==> src/rtl/vend_ctrl_multi.sv <==
// Multi-channel vending controller: per-channel stock, coin credit accumulation,
// vend with change, cancel/timeout refund. Outputs are registered one-cycle pulses.
module vend_ctrl_multi #(
  parameter int N_PROD = 4,
  parameter int STOCK_W = 3,
  parameter int CREDIT_W = 6,
  parameter logic [N_PROD*CREDIT_W-1:0] PRICE_LIST = {6'd30, 6'd40, 6'd40, 6'd30},
  parameter int TIMEOUT = 255,
  localparam int SEL_W = (N_PROD > 1) ? $clog2(N_PROD) : 1
) (
  input  logic                        clk,
  input  logic                        rst,
  input  logic [SEL_W-1:0]            sel,
  input  logic                        sel_valid,
  input  logic                        coin_10,
  input  logic                        coin_20,
  input  logic                        cancel,
  input  logic                        restock_valid,
  input  logic [SEL_W-1:0]            restock_id,
  input  logic [STOCK_W-1:0]          restock_qty,
  output logic [N_PROD-1:0]           vend,
  output logic [CREDIT_W-1:0]         change,
  output logic                        change_valid,
  output logic                        sold_out,
  output logic [CREDIT_W-1:0]         credit,
  output logic [N_PROD*STOCK_W-1:0]   stock,
  output logic [2:0]                  state
);

  localparam int TIMER_W = $clog2(TIMEOUT + 1);
  localparam logic [TIMER_W-1:0] TIMEOUT_T = TIMER_W'(TIMEOUT);
  localparam logic [STOCK_W-1:0] STOCK_MAX = '1;
  localparam logic [CREDIT_W:0] TEN = (CREDIT_W+1)'(10);
  localparam logic [CREDIT_W:0] TWENTY = (CREDIT_W+1)'(20);

  typedef enum logic [2:0] {
    S_IDLE   = 3'd0,
    S_CHECK  = 3'd1,
    S_PAY    = 3'd2,
    S_VEND   = 3'd3,
    S_REFUND = 3'd4
  } state_t;

  state_t               state_q, state_d;
  logic [SEL_W-1:0]     sel_q, sel_d;
  logic [CREDIT_W-1:0]  credit_q, credit_d;
  logic [TIMER_W-1:0]   timer_q, timer_d;
  logic [STOCK_W-1:0]   stock_q [N_PROD];
  logic [STOCK_W-1:0]   stock_d [N_PROD];
  logic [N_PROD-1:0]    vend_q, vend_d;
  logic [CREDIT_W-1:0]  change_q, change_d;
  logic                 change_valid_q, change_valid_d;
  logic                 sold_out_q, sold_out_d;

  logic [CREDIT_W:0]    pay_sum;
  logic [CREDIT_W:0]    price_ext;
  logic [CREDIT_W:0]    change_full;
  logic [STOCK_W:0]     rs_sum;
  logic [TIMER_W-1:0]   timer_inc;
  logic                 any_coin;

  function automatic logic [CREDIT_W-1:0] price_of(input logic [SEL_W-1:0] idx);
    return PRICE_LIST[int'(idx)*CREDIT_W +: CREDIT_W];
  endfunction

  always_comb begin
    state_d        = state_q;
    sel_d          = sel_q;
    credit_d       = credit_q;
    timer_d        = timer_q;
    stock_d        = stock_q;
    vend_d         = '0;
    change_d       = '0;
    change_valid_d = 1'b0;
    sold_out_d     = 1'b0;
    rs_sum         = '0;
    any_coin       = coin_10 | coin_20;
    timer_inc      = timer_q + TIMER_W'(1);
    price_ext      = {1'b0, price_of(sel_q)};
    // Both coins in one cycle add 30; the extra bit keeps the sum from wrapping.
    pay_sum        = {1'b0, credit_q} + (coin_10 ? TEN : '0) + (coin_20 ? TWENTY : '0);
    change_full    = pay_sum - price_ext;

    case (state_q)
      S_IDLE: begin
        if (restock_valid && (int'(restock_id) < N_PROD)) begin
          rs_sum = {1'b0, stock_q[restock_id]} + {1'b0, restock_qty};
          stock_d[restock_id] = rs_sum[STOCK_W] ? STOCK_MAX : rs_sum[STOCK_W-1:0];
        end
        // sold_out is decided here from post-restock stock so the pulse lines up with CHECK.
        if (sel_valid && (int'(sel) < N_PROD)) begin
          sel_d      = sel;
          state_d    = S_CHECK;
          sold_out_d = (stock_d[sel] == '0);
        end
      end
      S_CHECK: begin
        if (stock_q[sel_q] == '0) begin
          state_d = S_IDLE;
        end else begin
          credit_d = '0;
          timer_d  = '0;
          state_d  = S_PAY;
        end
      end
      S_PAY: begin
        credit_d = pay_sum[CREDIT_W-1:0];
        timer_d  = any_coin ? '0 : timer_inc;
        if (pay_sum >= price_ext) begin
          state_d        = S_VEND;
          vend_d[sel_q]  = 1'b1;
          stock_d[sel_q] = stock_q[sel_q] - STOCK_W'(1);
          change_d       = change_full[CREDIT_W-1:0];
          change_valid_d = (change_full != '0);
          credit_d       = '0;
        end else if (cancel || (!any_coin && (timer_inc == TIMEOUT_T))) begin
          state_d        = S_REFUND;
          change_d       = pay_sum[CREDIT_W-1:0];
          change_valid_d = (pay_sum != '0);
          credit_d       = '0;
        end
      end
      S_VEND:   state_d = S_IDLE;
      S_REFUND: state_d = S_IDLE;
      default:  state_d = S_IDLE;
    endcase
  end

  always_ff @(posedge clk) begin
    if (rst) begin
      state_q        <= S_IDLE;
      sel_q          <= '0;
      credit_q       <= '0;
      timer_q        <= '0;
      vend_q         <= '0;
      change_q       <= '0;
      change_valid_q <= 1'b0;
      sold_out_q     <= 1'b0;
      for (int i = 0; i < N_PROD; i++) stock_q[i] <= '0;
    end else begin
      state_q        <= state_d;
      sel_q          <= sel_d;
      credit_q       <= credit_d;
      timer_q        <= timer_d;
      vend_q         <= vend_d;
      change_q       <= change_d;
      change_valid_q <= change_valid_d;
      sold_out_q     <= sold_out_d;
      for (int i = 0; i < N_PROD; i++) stock_q[i] <= stock_d[i];
    end
  end

  always_comb begin
    stock = '0;
    for (int i = 0; i < N_PROD; i++) stock[i*STOCK_W +: STOCK_W] = stock_q[i];
  end

  assign vend         = vend_q;
  assign change       = change_q;
  assign change_valid = change_valid_q;
  assign sold_out     = sold_out_q;
  assign credit       = credit_q;
  assign state        = state_q;

endmodule

==> config.mk <==
export PLATFORM = sky130hd
export DESIGN_NAME = vend_ctrl_multi
export DESIGN_NICKNAME = d
export VERILOG_FILES = /design/src/rtl/vend_ctrl_multi.sv
export SDC_FILE = /design/constraint.sdc
export NUM_CORES = 1
export LEC_CHECK = 0
export CAP_MARGIN = 20
export CORE_MARGIN = 10
export CORE_UTILIZATION = 25
export CTS_CLUSTER_SIZE = 16
export DETAILED_ROUTE_END_ITERATION = 12
export PLACE_DENSITY = 0.49
export SLEW_MARGIN = 40
export SYNTH_ARGS = -nofsm -noshare
export SYNTH_HDL_FRONTEND = slang
export SYNTH_SLANG_ARGS = --single-unit
==> constraint.sdc <==
create_clock -name clk -period 4.3 [get_ports clk]
set_input_delay 1.29 -clock clk [delete_from_list [all_inputs] [get_ports clk]]
set_output_delay 1.29 -clock clk [all_outputs]
set_load 0.005 [all_outputs]
# After elaboration in Yosys (flattened, before gate mapping)
# Index checks and enable logic that the tools add are counted.
[word_totals]
in_bits = 14
wordCells = 103
register_bits = 43
[op_classes]
order_cmp = 8
n_eq_ne = 7
add_sub_neg = 6
mul = 1
bitwise_logic = 8
shifts = 1
n_mux = 40
reduce_logical = 20
[ops]
columns = ["operator", "count"]
rows = [
  ["12-bit two-way mux", 3],
  ["3-bit two-way mux", 12],
  ["6-bit two-way mux", 5],
  ["12-bit bitwise mux", 2],
  ["12-bit one-hot mux with 2 select lines", 1],
  ["24-bit by 6-bit variable part select with 6-bit output (first input constant)", 1],
  ["3-bit binary-select mux with 2-bit select", 3],
  ["8-bit two-way mux", 2],
  ["8-bit one-hot mux with 2 select lines", 1],
  ["7-bit nonzero test", 2],
  ["3-bit demux with 2-bit select", 2],
  ["6-bit one-hot mux with 2 select lines", 1],
  ["3-bit greater-or-equal comparator (second input constant)", 3],
  ["3-bit zero test", 3],
  ["2-bit NOT with 3-bit output", 3],
  ["3-bit one-hot mux with 3 select lines", 1],
  ["8-bit by 1-bit adder with 8-bit output (second input constant)", 1],
  ["8-bit equality test (second input constant)", 1],
  ["2-bit AND reduction", 4],
  ["6-bit by 4-bit adder with 7-bit output", 1],
  ["7-bit by 5-bit adder with 7-bit output", 1],
  ["7-bit by 6-bit greater-or-equal comparator with 1-bit output", 1],
  ["7-bit by 6-bit subtractor with 7-bit output", 1],
  ["3-bit by 1-bit < comparator with 1-bit output (second input constant)", 2],
  ["22 further kinds", 34],
]

# Longest topological paths before layout
[logic_depth]
depth_word = 13
depth_mapped = 11
depth_no_buf = 10

# Least setup slack after synthesis
# Ideal clock, no wire load.
[synth_timing]
path_kind = "input-to-reg"
startpoint = "input restock_id[0]"
endpoint = "register sold_out_q, in the netlist sold_out"
path_buffers = 1
cell_stages = 11
slack_ns = 0.536
arrival_ns = 3.642
path_cell_list = "clkbuf_1 mux4_2 ha_1 inv_1 fa_1 inv_1 a211o_1 nor2_1 a21oi_1 and3b_1 o311a_1"
[synth_via]
elab_chain_len = 13
elab_cells_between_ends = 18
cone_classes = "add/sub (1); order compare (2); mux (12); bitwise (1); reduce/logical (2)"
[synth_lines]
columns = ["item", "line", "rtl"]
rows = [
  ["from (decl)", "19", "input logic [SEL_W-1:0] restock_id,"],
  ["2-bit NOT with 3-bit output *", "87, 88", ""],
  ["3-bit binary-select mux with 2-bit select", "87", "rs_sum = {1'b0, stock_q[restock_id]} + {1'b0, restock_qty};"],
  ["3-bit two-way mux (not written as such) (2 in series)", "87", ""],
  ["3-bit by 3-bit adder with 4-bit output", "87", ""],
  ["3-bit two-way mux", "88", "stock_d[restock_id] = rs_sum[STOCK_W] ? STOCK_MAX : rs_sum[STOCK_W-1:0];"],
  ["12-bit bitwise mux *", "88", ""],
  ["12-bit two-way mux *", "86", "if (restock_valid && (int'(restock_id) < N_PROD)) begin"],
  ["12-bit two-way mux *", "84", "case (state_q)"],
  ["3-bit binary-select mux with 2-bit select *", "94", "sold_out_d = (stock_d[sel] == '0);"],
  ["3-bit two-way mux (not written as such) * (2 in series)", "94", ""],
  ["3-bit zero test *", "94", ""],
  ["to (signal assigned)", "148", "sold_out_q <= sold_out_d;"],
  ["to (decl)", "53", "logic sold_out_q, sold_out_d;"],
]
# Mark *: on every way between the ends. The rest lies on a longest branch, timed or not. The select of a mux whose other input is x is not followed.
# A chain may end at the register's enable or synchronous reset.

# Worst setup path in the final report
[layout_timing]
startpoint = "input coin_10"
endpoint = "register change_q[2], in the netlist change[2]"
[layout_via]
elab_chain_len = 6
elab_cells_between_ends = 11
cone_classes = "add/sub (3); order compare (1); mux (3); bitwise (1); reduce/logical (3)"
[layout_lines]
columns = ["item", "line", "rtl"]
rows = [
  ["from (decl)", "15", "input logic coin_10,"],
  ["branches (longest 5 deep; another with 6-bit by 4-bit adder with 7-bit output)", "n/a", ""],
  ["6-bit two-way mux *", "109", "if (pay_sum >= price_ext) begin"],
  ["to (signal assigned)", "146", "change_q <= change_d;"],
  ["to (decl)", "51", "logic [CREDIT_W-1:0] change_q, change_d;"],
]
# Mark *: on every way between the ends.

==> flow_summary.toml <==
[yosys]
yosys.area.top_type_share_pct = 27.77
yosysTopAreaCell = "dfxtp_1"
yosysWarnings = 0
synth_edf_count = 0
synthCells = 375
async_reset_ff_share_pct = 0
synth_seq_area_share_pct = 27.77
syn_area_um2 = 3028
syn_avg_cell_area_um2 = 8.074
synth_ff_type = "dfxtp_1"
synth-seq-cells = 42
synth_cell_types = 61
synthTopCellsByArea = "dfxtp_1, ha_1, a21oi_1"

[global_routing]
grt_pass1_vias = 3042
grt_pass1_wl_mm = 15.90
grt_usage_pct = 11.68
grt_max_degree = 27
antenna_found_initial = 0
overflow = 0

[sta]
finalSetupViolations = 0
rsz0062_at_grt = "no"
setup_slack_ns = 0.2394
drv_slew = 0
worst_slew_pin_slew_ns = 0.7613
finalHoldViolCount = 0
relSlewSlack_pct = 49.24
hold_ws_ns = 0.4884
skew_ns = 0.003538
fmax_mhz = 246.3
fin_crit_sh_pct = 94.43
fin_crit_ns = 4.061

[cts]
cts_made_buffers = 5
post_cts_buffers = 0
hold_buffers = 0
path_clk_slew_ns = 0.06
cts.sinks = 42
cts_tree = "built"
clock_path_buffers = 2
cts_max_level = 2
clock-root-buffer = "clkbuf_16"
clock_latency_ns = 0.28
ctsResizeCount = 0

[setup_path]
worst_ep_arrival_time_ns = 4.26
reg2reg_depth = 12
cp-endpoint = "change[2]$_SDFF_PP0_"
rrSetupSlack_ns = 1.05
crit_path_max_fanout = 8
crit_path_start = "coin_10"
r2r_end = "stock[1]$_SDFFE_PP0P_"
worstSetupPathType = "primary input to register"
cp-start-kind = "primary input"
cp.required_ns = 4.50
setup.worst_path.end_class = "register"
r2r-start = "sel_q[0]$_SDFFE_PP0P_"

[route]
wl_mm = 9.647
drt-initial-drc-count = 195
route.vias.total = 2982
first_pass_iters = 5
ant_nets = 0
wl_per_cell_um = 16.75
vias_per_cell = 5.177
drc = 0

[pwr]
p_leak_uw = 0.001498
peakVddDrop_v = 0.0001576
power_uw = 1371
power_density_nw_per_um2 = 349.9

[floorplanning]
io_pins = 47
rows = 40
die_w_um = 130.1
die_area_um2 = 16910
core_um2 = 11910
initial_core_util_pct = 25.42
die_h_um = 130.1

[job]
maxCapViolCount = 0

[final_layout]
nets = 464
fill_cells = 1252
final_area_um2 = 3918
fin_util_pct = 32.89
antenna_cells = 0
areaGrowthSynthToFinish_pct = 29.38
drive_gt1_share_pct = 10.72

[placed_design]
hpwl_mm = 7.353
port_buffers = 45
place_ws_ns = -0.05751
dpl_cell_area_um2 = 3747
place_congestion = 0.8610

[run_status]
outcome = "completed"

[worst_hold_path]
hold_path_class = "register to register"
placed cells by master (no fill, tap or decap), drive strengths merged, types with 8 or more instances in the layout:
cell | synthesis | final
clkdlybuf4s50 | 0 | 45
dfxtp | 42 | 42
a21oi | 35 | 35
inv | 32 | 32
nand2 | 30 | 30
nor2 | 28 | 28
buf | 6 | 23
ha | 19 | 19
o21ai | 19 | 19
nand3 | 14 | 14
a221oi | 14 | 14
nor3 | 12 | 12
nand2b | 9 | 9
a21o | 8 | 8
cells in the mapped netlist (2+ instances only):
| cell | count |
|---|---|
| nand2b_1 | 9 |
| xnor2_1 | 7 |
| a41oi_1 | 3 |
| o21ai_0 | 15 |
| xor2_1 | 2 |
| a22o_1 | 4 |
| a21oi_1 | 35 |
| nor2_1 | 28 |
| or2_2 | 2 |
| a21o_1 | 8 |
| nor3_1 | 11 |
| ha_1 | 19 |
| a31oi_1 | 3 |
| a221oi_1 | 13 |
| and3_1 | 2 |
| o21ai_1 | 4 |
| nor2b_1 | 4 |
| mux4_2 | 6 |
| or3_1 | 2 |
| or2_1 | 2 |
| nand3_1 | 14 |
| or4_1 | 2 |
| clkbuf_1 | 16 |
| a311oi_1 | 7 |
| fa_1 | 2 |
| nor4_1 | 2 |
| o21a_1 | 2 |
| inv_1 | 31 |
| o211ai_1 | 2 |
| or3b_2 | 2 |
| buf_2 | 4 |
| a211oi_1 | 7 |
| o31ai_1 | 6 |
| dfxtp_1 | 42 |
| a211o_1 | 2 |
| nand2_1 | 30 |
cell type report:
class	instances	area (um^2)	area share, %
Multi-Input combinational cell	280	1979	50.53
Sequential cell	42	842.1	21.49
Timing Repair Buffer	68	623.1	15.91
Tap cell	147	183.9	4.695
Clock buffer	6	138.9	3.545
Inverter	32	120.1	3.066
Clock inverter	1	30.03	0.7665
critical path: stages:
cell and delay, ns:
clkdlybuf4s50_1 0.42, ha_1 0.23, fa_1 0.47, ha_1 0.32, o21a_1 0.19, o211ai_4 0.10, a221oi_4 0.31, nor2_1 0.17
buf_4 0.20, or3b_1 0.37, a21oi_1 0.18
state kept, by name, indices dropped and copies added (netlist names):
register      flops
credit            5
change            6
timer_q           8
vend              4
stock            12
sold_out          1
change_valid      1
state             3
sel_q             2
how the worst min path moves through the flow:
stage                       startpoint  depth (start not counted)                       to  slack, ns
2_1_floorplan  timer_q[7]$_SDFFE_PP0P_                          1  timer_q[7]$_SDFFE_PP0P_       0.45
3_3_place_gp   timer_q[7]$_SDFFE_PP0P_                          1  timer_q[7]$_SDFFE_PP0P_       0.48
3_5_place_dp   timer_q[7]$_SDFFE_PP0P_                          1  timer_q[7]$_SDFFE_PP0P_       0.48
4_1_cts        timer_q[7]$_SDFFE_PP0P_                          1  timer_q[7]$_SDFFE_PP0P_       0.50
5_1_grt        timer_q[7]$_SDFFE_PP0P_                          1  timer_q[7]$_SDFFE_PP0P_       0.54
6_report       timer_q[7]$_SDFFE_PP0P_                          1  timer_q[7]$_SDFFE_PP0P_       0.49
through the flow:
step	setup TNS, ns	instances
finish	0	576
global route	0	576
CTS	0	576
detailed placement	-0.1820	569
global placement	-0.2560	569
floorplan	0	376
power by group:
group | total [uW] | switching, uW | internal [uW]
combinational | 466 | 247 | 219
clock | 448 | 161 | 287
sequential | 457 | 42.1 | 415
routing by layer:
layer / vias to the layer above / wire [um] / track usage (%)
met2: 74 / 4635 / 19.34
li1: 1471 / - / -
met3: 15 / 452 / 1.744
met5: - / 0 / 0
met4: 0 / 172 / 4.431
met1: 1422 / 4386 / 14.95
cells by family after synthesis:
| kind of cell | after synthesis | synth area share [%] |
|---|---|---|
| xor+xnor | 11 | 3.885 |
| compound gates | 117 | 26.90 |
| simple gates | 121 | 20.04 |
| flops | 42 | 27.77 |
| other cells | 1 | 0.1238 |
| fa+ha+maj | 22 | 9.504 |
| mux | 7 | 4.793 |
| buf+inv | 54 | 6.983 |
No activity file was read; power rests on OpenSTA's default activity.
